==> config.mk <==
export PLATFORM = sky130hd
export DESIGN_NAME = seq_arith_unit
export DESIGN_NICKNAME = d
export VERILOG_FILES = /design/src/rtl/seq_arith_unit.sv
export SDC_FILE = /design/constraint.sdc
export NUM_CORES = 1
export LEC_CHECK = 0
export CAP_MARGIN = 0
export CORE_ASPECT_RATIO = 0.6
export CORE_MARGIN = 2
export CORE_UTILIZATION = 50
export DETAILED_ROUTE_END_ITERATION = 16
export PLACE_DENSITY_LB_ADDON = 0.05
export RECOVER_POWER = 100
export SYNTH_ARGS = -nofsm -noshare
export SYNTH_HDL_FRONTEND = slang
export SYNTH_SLANG_ARGS = --single-unit
export TNS_END_PERCENT = 1
==> constraint.sdc <==
create_clock -name clk -period 5.9 [get_ports clk]
set_clock_uncertainty 0.05 [all_clocks]
set_input_delay 0.885 -clock clk [delete_from_list [all_inputs] [get_ports clk]]
set_output_delay 0.885 -clock clk [all_outputs]
set_load 0.03 [all_outputs]
==> src/rtl/seq_arith_unit.sv <==
`default_nettype none
// ============================================================================
// Module   : seq_arith_unit
// Purpose  : Multi-cycle unsigned add/sub/mul/div with start/done handshake.
// Revision : 1.0 - initial release
// ============================================================================
module seq_arith_unit #(
    parameter int WIDTH = 4
) (
    input  logic                 clk,
    input  logic                 reset,
    input  logic                 start,
    input  logic [1:0]           operation,
    input  logic [WIDTH-1:0]     x,
    input  logic [WIDTH-1:0]     y,
    output logic [2*WIDTH-1:0]   result,
    output logic [WIDTH-1:0]     remainder,
    output logic                 carry,
    output logic                 div_by_zero,
    output logic                 busy,
    output logic                 done
);

    localparam int             CW       = $clog2(WIDTH);
    localparam logic [CW-1:0]  c_LAST   = CW'(WIDTH - 1);
    localparam logic [1:0]     c_OP_ADD = 2'b00;
    localparam logic [1:0]     c_OP_SUB = 2'b01;
    localparam logic [1:0]     c_OP_MUL = 2'b10;

    typedef enum logic [1:0] {
        S_IDLE = 2'd0,
        S_EXEC = 2'd1,
        S_DONE = 2'd2
    } state_t;

    state_t                 r_state;
    state_t                 w_next_state;

    logic [1:0]             r_op;
    logic [WIDTH-1:0]       r_a;
    logic [WIDTH-1:0]       r_b;
    logic [CW-1:0]          r_count;

    logic [2*WIDTH-1:0]     r_acc;
    logic [2*WIDTH-1:0]     r_mcand;
    logic [WIDTH-1:0]       r_mplier;
    logic [WIDTH-1:0]       r_rem;
    logic [WIDTH-1:0]       r_quot;

    logic                   w_last;
    logic [WIDTH:0]         w_sum;
    logic [WIDTH-1:0]       w_diff;
    logic [2*WIDTH-1:0]     w_acc_next;
    logic [WIDTH:0]         w_shift;
    logic                   w_ge;
    logic [WIDTH-1:0]       w_rem_next;
    logic [WIDTH-1:0]       w_quot_next;

    assign w_sum      = {1'b0, r_a} + {1'b0, r_b};
    assign w_diff     = r_a - r_b;
    assign w_acc_next = r_mplier[0] ? (r_acc + r_mcand) : r_acc;

    // Restoring step: bring down the next dividend bit, subtract only if it fits.
    assign w_shift     = {r_rem, r_quot[WIDTH-1]};
    assign w_ge        = (w_shift >= {1'b0, r_b});
    assign w_rem_next  = w_ge ? WIDTH'(w_shift - {1'b0, r_b}) : w_shift[WIDTH-1:0];
    assign w_quot_next = {r_quot[WIDTH-2:0], w_ge};

    always_comb begin
        w_last = 1'b0;
        case (r_op)
            c_OP_ADD, c_OP_SUB: w_last = 1'b1;
            c_OP_MUL:           w_last = (r_count == c_LAST);
            default:            w_last = (r_b == '0) || (r_count == c_LAST);
        endcase
    end

    always_ff @(posedge clk) begin
        if (reset) begin
            r_state <= S_IDLE;
        end else begin
            r_state <= w_next_state;
        end
    end

    always_comb begin
        w_next_state = r_state;
        case (r_state)
            S_IDLE:  if (start) w_next_state = S_EXEC;
            S_EXEC:  if (w_last) w_next_state = S_DONE;
            S_DONE:  w_next_state = S_IDLE;
            default: w_next_state = S_IDLE;
        endcase
    end

    assign busy = (r_state == S_EXEC);
    assign done = (r_state == S_DONE);

    always_ff @(posedge clk) begin
        if (reset) begin
            r_op        <= '0;
            r_a         <= '0;
            r_b         <= '0;
            r_count     <= '0;
            r_acc       <= '0;
            r_mcand     <= '0;
            r_mplier    <= '0;
            r_rem       <= '0;
            r_quot      <= '0;
            result      <= '0;
            remainder   <= '0;
            carry       <= 1'b0;
            div_by_zero <= 1'b0;
        end else begin
            case (r_state)
                S_IDLE: begin
                    if (start) begin
                        r_op        <= operation;
                        r_a         <= x;
                        r_b         <= y;
                        r_count     <= '0;
                        r_acc       <= '0;
                        r_mcand     <= {{WIDTH{1'b0}}, x};
                        r_mplier    <= y;
                        r_rem       <= '0;
                        r_quot      <= x;
                        remainder   <= '0;
                        carry       <= 1'b0;
                        div_by_zero <= 1'b0;
                    end
                end
                S_EXEC: begin
                    // Both datapaths step every cycle; only the selected one is published.
                    r_count  <= r_count + CW'(1);
                    r_acc    <= w_acc_next;
                    r_mcand  <= r_mcand << 1;
                    r_mplier <= r_mplier >> 1;
                    r_rem    <= w_rem_next;
                    r_quot   <= w_quot_next;
                    if (w_last) begin
                        case (r_op)
                            c_OP_ADD: begin
                                result <= {{(WIDTH-1){1'b0}}, w_sum};
                                carry  <= w_sum[WIDTH];
                            end
                            c_OP_SUB: begin
                                result <= {{WIDTH{1'b0}}, w_diff};
                                carry  <= (r_a < r_b);
                            end
                            c_OP_MUL: begin
                                result <= w_acc_next;
                            end
                            default: begin
                                if (r_b == '0) begin
                                    result      <= {{WIDTH{1'b0}}, {WIDTH{1'b1}}};
                                    remainder   <= r_a;
                                    div_by_zero <= 1'b1;
                                end else begin
                                    result    <= {{WIDTH{1'b0}}, w_quot_next};
                                    remainder <= w_rem_next;
                                end
                            end
                        endcase
                    end
                end
                default: ;
            endcase
        end
    end

endmodule
`default_nettype wire
# Word-level counts from Yosys, hierarchy flattened

Index checks and enable logic that the tools add are counted.
W data, S select, Z words.

Memories: 0
Output and inout port bits: 16
Bits in latches: 0
ROM bits: 0
Flip-flop bits (word level): 56
Input port bits: 13
Word-level logic and storage cells: 77
RAM bits: 0

Bitwise operators: 0
Shifts and indexed selects: 0
Multiply operators: 0
Divide/modulo/power cells: 0
Equal/unequal tests: 10
Add/subtract/negate cells: 5
Reduce and logical (&&, ||, !) cells: 14
Muxes and demuxes: 32
Magnitude comparators: 2

Operators by type and width:

| operator             | count |
|---|---|
| $mux W4              | 8 |
| $pmux W4 S2          | 4 |
| $pmux W8 S2          | 2 |
| $mux W8              | 3 |
| $pmux W8 S3          | 1 |
| $add A8 B8 Y8        | 1 |
| $pmux W1 S2          | 4 |
| $pmux W2 S2          | 2 |
| $reduce_and A2 Y1    | 4 |
| $reduce_and A4 Y1    | 2 |
| $sub A4 B4 Y4        | 2 |
| $eq A2 B2 Y1 const B | 3 |
| $mux W2              | 3 |
| $add A4 B4 Y5        | 1 |
| $ge A5 B4 Y1         | 1 |
| $mux W1              | 5 |
| $reduce_and A5 Y1    | 1 |
| $eq A2 B1 Y1 const B | 2 |
| $logic_not A2 Y1     | 2 |
| $logic_not A4 Y1     | 1 |
| $lt A4 B4 Y1         | 1 |
| $ne A2 B1 Y1 const B | 2 |
| $ne A2 B2 Y1 const B | 2 |
| $ne A3 B1 Y1 const B | 1 |
| other kinds (5)      | 5 |

# Longest topological paths before layout

Gate-level depths: netlist (run 1).

Depth in word-level cells: 6
Gate-level depth with buffers: 8
Depth with buffers taken out: 8

# Worst setup path after synthesis (run 1)

No wires, ideal clock.

Path kind: register to register
Start point: register r_b[1]
End point: register result[0]
Clock period less this slack: 2.241 ns
Arrival: 2.072 ns
Setup time: 0.119 ns
Path slack: 3.659 ns
Cell stages (with the launch flop): 8
Cell sequence: dfxtp_1 > inv_1 > ha_1 > nor2b_1 > o31ai_1 > nand2_1 > o31a_1 > o221a_2

Cells in the longest elaborated chain, start to end: 4
Elaborated cells between the ends (all ways): 7
Classes of those cells: order compare: 1; mux: 3; reduce/logical: 3

RTL lines:

| element                                                              | RTL line | source |
|---|---|---|
| start: declaration                                                   | 41       | `logic [WIDTH-1:0] r_b;` |
| start signal: assignment                                             | 120      | `r_b <= y;` |
| parallel branches: the longest is 4 deep, another holds $ge A5 B4 Y1 | -        |  |
| end signal: assignment                                               | 151      | `result <= w_acc_next;` |
| end signal: assignment                                               | 155      | `result <= {{WIDTH{1'b0}}, {WIDTH{1'b1}}};` |
| end signal: assignment                                               | 159      | `result <= {{WIDTH{1'b0}}, w_quot_next};` |
| end: declaration                                                     | 16       | `output logic [2*WIDTH-1:0] result,` |

Several ways; the timed one is not identified.
A chain may end at the register's enable or synchronous reset.

==> flow_summary.toml, run 1 <==
[worst_setup_path]
r2r-end = "result[0]"
ff2ff_setup_slack_ns = 3.14
setup.worst_path.start_class = "primary input"
crit_fanout = 31
r2r_cells = 7
end_kind = "flip-flop"
cp.arrival_ns = 4.21
crit_type = "primary input to flip-flop"
worstReg2RegStart = "r_b[1]"
required_ns = 6.08

[global_routing]
grt_pass1_wl_microns = 13400
grt_use_met3 = 0.0466
grt_antenna_before_repair = 0
grt_max_degree = 32
grt_use_met1 = 0.393
grt_busiest_layer = "met1"
grt_pass1_vias = 2635
grt_use_total = 0.250
grt-ovfl-total = 0
gr-usage-met2 = 0.341

[die]
ios = 29
die_y_microns = 65.1
fp.dieW_microns = 106
start_util = 0.514
row_count = 22
dieArea_sq_um = 6890
core_area_sq_um = 6060

[power]
ir_drop_uv = 157
power.leakage_nw = 1.43
p_per_area_nw_per_um2 = 236

[yosys]
syn_area_sq_um = 3110
ys_warn_count = 0
yosysMostFrequentCell = "dfxtp_1"
async_reset_ff_frac = 0
yosys.area_share.xor_xnor = 0.0169
ys.flop_type = "dfxtp_1"
ys_seq_area_frac = 0.360
synth-seq-cells = 56
syn-num-nets = 399
synthAdderAreaFrac = 0.110
yosys-top-cells-area = "dfxtp_1 (36%), ha_1 (8.4%), a21oi_1 (6.1%), nand2_1 (4.7%), o21ai_0 (2.9%)"
ys_top_cells_by_count = "dfxtp_1 (56), nand2_1 (39), a21oi_1 (38), ha_1 (21), nor2_1 (21)"
synth_edf_count = 0
synth_top_cell_area_share = 0.360
synth_mux_area_frac = 0.0265
yosys.area_share.simple = 0.177
yosysTopAreaCell = "dfxtp_1"
postSynthCellCount = 361
synth_top_family_by_area = "compound AO/OA/AOI/OAI gates"
synth-compound-area-share = 0.264
avgSynthCellArea_sq_um = 8.62
synth.distinct_cells = 53

[timing]
setup_viol = 0
hold_viol_final = 0
period_minus_slack_ns = 4.03
slew_headroom = 0.0354
hold_ws_ns = 0.424
drv_slew = 0
rsz0062_at_grt = "false"
timing.final.ws_setup_ns = 1.87
period_share = 0.684
timing.fmax_ghz = 0.248
tns_ns = 0
tightest_slew_ns = 1.45

[clock_network]
cts-buffers-inserted = 5
clk_pin_slew_worst_paths_ns = 0.11
clock_sinks = 56
cts_max_path_buffers = 2
ctsHtreeMaxLevel = 2
cts_tree = "built"
post_cts_buffers = 0
hold_buffers = 0
ctsResizeCount = 0
clk_latency_ns = 0.32
root_buffer = "clkbuf_8"

[place]
dp_hpwl_microns = 6140
placed_cell_area_sq_um = 3440
dpl_worst_slack_ns = 2.41
place.gp.congestion = 0.843
portBuffers = 28

[worst_hold_path]
whs_path_depth = 1
hold_path_class = "flip-flop to flip-flop"
hp-start = "r_rem[3]"
whs_endpoint = "r_rem[3]"

[layout]
nNetsFinal = 419
n_antenna_cell = 0
n_fill_cell = 537
drive_gt1_frac = 0.0471
syn2layout_area_growth_pct = 14.3
final_cell_area_sq_um = 3560

[detailed_routing]
routed_via_density = 5.91
routedWlPerCell_microns = 17.1
drt_pass1_iterations = 5
antenna_left = 0
drc = 0
route.vias.total = 2753
postRouteWirelength_microns = 7980
first_iter_violations = 269

[flow_run]
maxCapViolations = 0

[run_status]
run_status = "complete, no violations"
area by class of cell:
type | instances | area (sq um) | area share
Clock buffer | 5 | 68.8 | 0.0193
Clock inverter | 3 | 47.5 | 0.0134
Inverter | 21 | 78.8 | 0.0222
Multi-Input combinational cell | 268 | 1850 | 0.521
Tap cell | 84 | 105 | 0.0295
Sequential cell | 56 | 1120 | 0.315
Timing Repair Buffer | 29 | 284 | 0.0798
layer usage:
metal | routed length, microns | vias to the layer above
met5 | 0 | -
met4 | 126 | 0
met3 | 500 | 12
met2 | 3070 | 95
met1 | 4290 | 1276
li1 | - | 1370
cell families (layout without fill, tap and decap cells):
| logic type | Yosys count | in the layout |
|---|---|---|
| AO/OA/AOI/OAI | 119 | 119 |
| AND/OR/NAND/NOR | 111 | 111 |
| flip-flops | 56 | 56 |
| buffers and inverters | 37 | 58 |
| adder cells (fa/ha/maj) | 25 | 25 |
| multiplexers | 7 | 7 |
| XOR/XNOR | 6 | 6 |
critical path, stage by stage:
cell           delay, ns
dlygate4sd3_1       0.52
clkbuf_1            1.05
clkinv_1            0.66
nand2_1             0.50
o22ai_1             0.25
a32o_1              0.34
where the power goes:
part	internal [mW]	switching, mW
Clock	0.128	0.133
Sequential	0.395	0.0272
Combinational	0.0626	0.0948
Total	0.585	0.255
placed cells by master (no fill, tap or decap), drive strengths merged, types with 7 or more instances in the layout:
| master | Yosys | routed |
|---|---|---|
| dfxtp | 56 | 56 |
| nand2 | 39 | 39 |
| a21oi | 38 | 38 |
| nor2 | 22 | 22 |
| ha | 21 | 21 |
| inv | 20 | 20 |
| o21ai | 18 | 18 |
| dlygate4sd3 | 0 | 18 |
| nor3 | 12 | 12 |
| clkdlybuf4s50 | 0 | 10 |
| nor2b | 9 | 9 |
| a32o | 7 | 7 |
worst max path at each step:
stage               start         to  cells past startpoint
2_1_floorplan      r_b[1]  result[0]                      7
3_3_place_gp        reset  result[7]                      7
3_5_place_dp        reset  result[7]                      7
4_1_cts        r_state[0]       busy                      3
5_1_grt             reset   r_acc[6]                      6
6_report            reset   r_acc[1]                      6
stage by stage:
stage	power (mW)	util	std cells
2_1_floorplan	0.535	-	361
3_3_place_gp	0.587	0.569	458
3_5_place_dp	0.587	0.569	458
4_1_cts	0.843	0.588	466
5_1_grt	0.879	0.587	466
6_report	0.841	0.587	466
flip-flops by register name, indices dropped and copies added (netlist names):
name / cells
div_by_zero: 1
r_a: 4
r_count: 2
r_op: 2
r_rem: 4
r_mcand: 8
r_state: 2
r_b: 4
result: 8
r_acc: 8
r_quot: 4
remainder: 4
carry: 1
r_mplier: 4
No activity file was read; power rests on OpenSTA's default activity.
==> run 2: changes to the inputs <==
==> constraint.sdc (replaced) <==
create_clock -name clk -period 3.3 [get_ports clk]
set_clock_uncertainty 0.05 [all_clocks]
set_input_delay 0.495 -clock clk [delete_from_list [all_inputs] [get_ports clk]]
set_output_delay 0.495 -clock clk [all_outputs]
set_load 0.03 [all_outputs]
==> flow_summary.toml, run 2 (synthesized netlist as in run 1, its figures left out) <==
[worst_setup_path]
crit_fanout = 13
r2r-end = "result[0]"
crit_type = "flip-flop to output pin"
ff2ff_setup_slack_ns = 0.48
end_kind = "output pin"
required_ns = 2.75
worstReg2RegStart = "r_b[0]"
critPathLaunch = "r_state[0]"
r2r_cells = 5
setup.worst_path.start_class = "flip-flop"
cp.arrival_ns = 2.33
endpoint = "busy"

[die]
dieArea_sq_um = 6890
fp.dieW_microns = 106
row_count = 22
core_area_sq_um = 6060
ios = 29
start_util = 0.514
die_y_microns = 65.1

[power]
power.total_mw = 1.49
p_per_area_nw_per_um2 = 419
ir_drop_uv = 215
power.leakage_nw = 1.43

[timing]
period_share = 0.872
tightest_slew_ns = 1.10
tns_ns = 0
setup_viol = 0
period_minus_slack_ns = 2.88
slew_headroom = 0.259
drv_slew = 0
rsz0062_at_grt = "false"
timing.fmax_ghz = 0.348
hold_viol_final = 0

[detailed_routing]
routedWlPerCell_microns = 17.2
drc = 0
routed_via_density = 5.93
postRouteWirelength_microns = 8080
route.vias.total = 2783
first_iter_violations = 220
drt_pass1_iterations = 5
antenna_left = 0

[clock_network]
post_cts_buffers = 0
cts_max_path_buffers = 2
root_buffer = "clkbuf_8"
ctsResizeCount = 0
clk_pin_slew_worst_paths_ns = 0.11
cts_tree = "built"
clk_latency_ns = 0.31
clock_sinks = 56
hold_buffers = 0
ctsHtreeMaxLevel = 2
cts-buffers-inserted = 5

[place]
place.gp.congestion = 0.952
portBuffers = 28
placed_cell_area_sq_um = 3470
dp_hpwl_microns = 6180

[flow_run]
maxCapViolations = 0

[layout]
n_antenna_cell = 0
fin_util = 0.587
reg_top3 = "r_acc (8), r_mcand (8), result (8)"
final_common_cell = "dfxtp_1"
nNetsFinal = 422
final_cell_mix = "dfxtp_1 (56), nand2_1 (39), a21oi_1 (38)"
drive_gt1_frac = 0.0442
final_cell_area_sq_um = 3550
n_fill_cell = 571
syn2layout_area_growth_pct = 14.2

[worst_hold_path]
hp-start = "r_rem[3]"
hold_path_class = "flip-flop to flip-flop"

[global_routing]
grt_pass1_vias = 2478
grt-ovfl-total = 0
grt_antenna_before_repair = 0
grt_pass1_wl_microns = 12900
grt_max_degree = 25
grt_use_total = 0.240

[run_status]
run_status = "complete, no violations"
run 2: worst min-delay path by stage:
stage	slack (ns)	cells past startpoint	end
final	0.42	1	r_rem[3]
after floorplan	0.38	1	r_rem[3]
after CTS	0.42	1	r_rem[3]
after detailed placement	0.39	1	r_rem[3]
after global routing	0.45	1	r_count[1]
after global placement	0.39	1	r_rem[3]
run 2: area by class of cell:
cell class / instances / area (sq um) / area share
clock inverter: 3 / 42.5 / 0.0120
tap: 84 / 105 / 0.0296
inverter: 21 / 78.8 / 0.0222
clock buffer: 5 / 68.8 / 0.0194
multi-input combinational: 268 / 1830 / 0.515
timing repair buffer: 32 / 307 / 0.0863
sequential: 56 / 1120 / 0.316
run 2: stage by stage:
stage          setup slack [ns]  hold slack, ns  std cells
6_report                  0.424           0.417        469
5_1_grt                   0.249           0.449        469
4_1_cts                   0.466           0.418        469
3_5_place_dp              0.709           0.393        461
3_3_place_gp              0.729           0.389        461
2_1_floorplan              1.06           0.377        361
run 2: power by group:
group | switching [mW] | total (mW) | internal [mW]
Clock | 0.229 | 0.454 | 0.225
Sequential | 0.0408 | 0.747 | 0.706
Combinational | 0.179 | 0.289 | 0.111
Total | 0.448 | 1.49 | 1.04
run 2: per-layer routing:
| layer | vias up | track usage | routed length, microns |
|---|---|---|---|
| li1 | 1375 | - | - |
| met5 | - | 0 | 0 |
| met2 | 107 | 0.321 | 2960 |
| met4 | 0 | 0.0526 | 78 |
| met3 | 8 | 0.0526 | 646 |
| met1 | 1293 | 0.386 | 4390 |
run 2: worst max-delay path, stage by stage (launching register included):
cell and delay (ns):
dfxtp_1 0.61, nand2b_1 0.22, inv_1 0.38, dlygate4sd3_1 0.81
==> run 3: changes to the inputs <==
--- a/config.mk
+++ b/config.mk
@@ -6,9 +6,9 @@
 export NUM_CORES = 1
 export LEC_CHECK = 0
 export CAP_MARGIN = 0
-export CORE_ASPECT_RATIO = 0.6
+export CORE_ASPECT_RATIO = 1.1
 export CORE_MARGIN = 2
-export CORE_UTILIZATION = 50
+export CORE_UTILIZATION = 52
 export DETAILED_ROUTE_END_ITERATION = 16
 export PLACE_DENSITY_LB_ADDON = 0.05
 export RECOVER_POWER = 100
==> constraint.sdc (replaced) <==
create_clock -name clk -period 2.4 [get_ports clk]
set_clock_uncertainty 0.05 [all_clocks]
set_input_delay 0.36 -clock clk [delete_from_list [all_inputs] [get_ports clk]]
set_output_delay 0.36 -clock clk [all_outputs]
set_load 0.03 [all_outputs]
==> flow_summary.toml, run 3 (synthesized netlist as in run 1, its figures left out) <==
[power]
power.total_mw = 2.07
p_per_area_nw_per_um2 = 566
ir_drop_uv = 317
power.leakage_nw = 1.49

[die]
fp.dieW_microns = 77.8
start_util = 0.539
ios = 29
die_y_microns = 85.1
core_area_sq_um = 5770
dieArea_sq_um = 6620
row_count = 29

[global_routing]
grt_use_total = 0.259
grt_max_degree = 31
grt_pass1_vias = 2663
grt-ovfl-total = 0
grt_pass1_wl_microns = 13400
grt_antenna_before_repair = 0

[layout]
nNetsFinal = 434
reg_top3 = "r_acc (8), r_mcand (8), result (8)"
final_common_cell = "dfxtp_1"
fin_util = 0.633
drive_gt1_frac = 0.0806
final_cell_mix = "dfxtp_1 (56), nand2_1 (39), a21oi_1 (38)"
final_cell_area_sq_um = 3650
syn2layout_area_growth_pct = 17.5
n_antenna_cell = 0

[worst_setup_path]
end_kind = "flip-flop"
crit_type = "flip-flop to flip-flop"
setup.worst_path.start_class = "flip-flop"
r2r_cells = 7
required_ns = 2.55
cp.arrival_ns = 2.40
crit_fanout = 5

[timing]
rsz0062_at_grt = "false"
setup_viol = 0
period_minus_slack_ns = 2.25
period_share = 0.936
hold_viol_final = 0
timing.final.ws_setup_ns = 0.152
slew_headroom = 0.430
tightest_slew_ns = 0.852
tns_ns = 0
drv_slew = 0
timing.fmax_ghz = 0.445

[detailed_routing]
drc = 0
drt_pass1_iterations = 5
routedWlPerCell_microns = 17.1
route.met2.wl_microns = 3810
wl_met3_microns = 392
highest_layer = "met4"
routed_via_density = 6.05
postRouteWirelength_microns = 8100
antenna_left = 0
route.vias.total = 2866
m1WireLength_microns = 3820
first_iter_violations = 216

[clock_network]
ctsHtreeMaxLevel = 2
clk_latency_ns = 0.31
cts_tree = "built"
clk_pin_slew_worst_paths_ns = 0.10
hold_buffers = 0
cts_max_path_buffers = 2
clock_sinks = 56
root_buffer = "clkbuf_8"
cts-buffers-inserted = 5

[place]
portBuffers = 28
placed_cell_area_sq_um = 3550
dp_hpwl_microns = 6160
dpl_worst_slack_ns = 0.182
place.gp.congestion = 0.956

[flow_run]
maxCapViolations = 0

[run_status]
run_status = "complete, no violations"

[worst_hold_path]
whs_path_depth = 2
hold_path_class = "flip-flop to flip-flop"
==> run 3: changes by cell type in the layout (fill, tap and decap cells not counted), sizes merged <==
cell           change
buf               +11
clkbuf             +2
clkdlybuf4s50      +1
clkinvlp           -1
dlygate4sd3        -1
==> run 3: stage by stage <==
step | hold slack, ns | cells
floorplan | 0.377 | 361
global placement | 0.394 | 466
detailed placement | 0.400 | 466
CTS | 0.414 | 474
global route | 0.444 | 474
finish | 0.415 | 474
==> run 3: critical path, stage by stage, from the launching register on <==
cell and delay [ns]:
dfxtp_1 0.34, inv_1 0.09, ha_1 0.32, nor2b_1 0.16
o31ai_1 0.45, nand2_1 0.18, o31a_1 0.32, o221a_2 0.24
==> run 3: final cells by class <==
class,instances,area [sq um]
clock buffers,6,72.6
flip-flops and latches,56,1120
inverters,21,78.8
well taps,77,96.3
fillers,510,2110
multi-input cells,268,1860
repair buffers,44,393
clock inverters,2,35.0
==> run 3: worst paths after layout <==
| kind | start | end | slack, ns |
|---|---|---|---|
| worst min-delay path | r_mplier[3] | r_mplier[3] | 0.41 |
| worst max-delay path | r_b[1] | result[0] | 0.15 |
| worst max register to register | r_b[1] | result[0] | 0.15 |
| worst min register to register | r_mplier[3] | r_mplier[3] | 0.41 |
==> run 3: repair_timing <==
action                     in CTS  in global routing
buffers inserted                0                  0
gates resized for setup         0                  1
setup endpoints to repair       0                  1
==> run 3: report_power, final <==
part           switching [mW]  internal [mW]  total (mW)
clock                   0.309          0.310       0.619
sequential             0.0509          0.970        1.02
combinational           0.254          0.173       0.428
==> run 3: metal layers <==
layer,up-vias,track usage
met5,-,0
met4,0,0.0682
met3,8,0.0340
met2,111,0.421
met1,1350,0.363
li1,1397,-
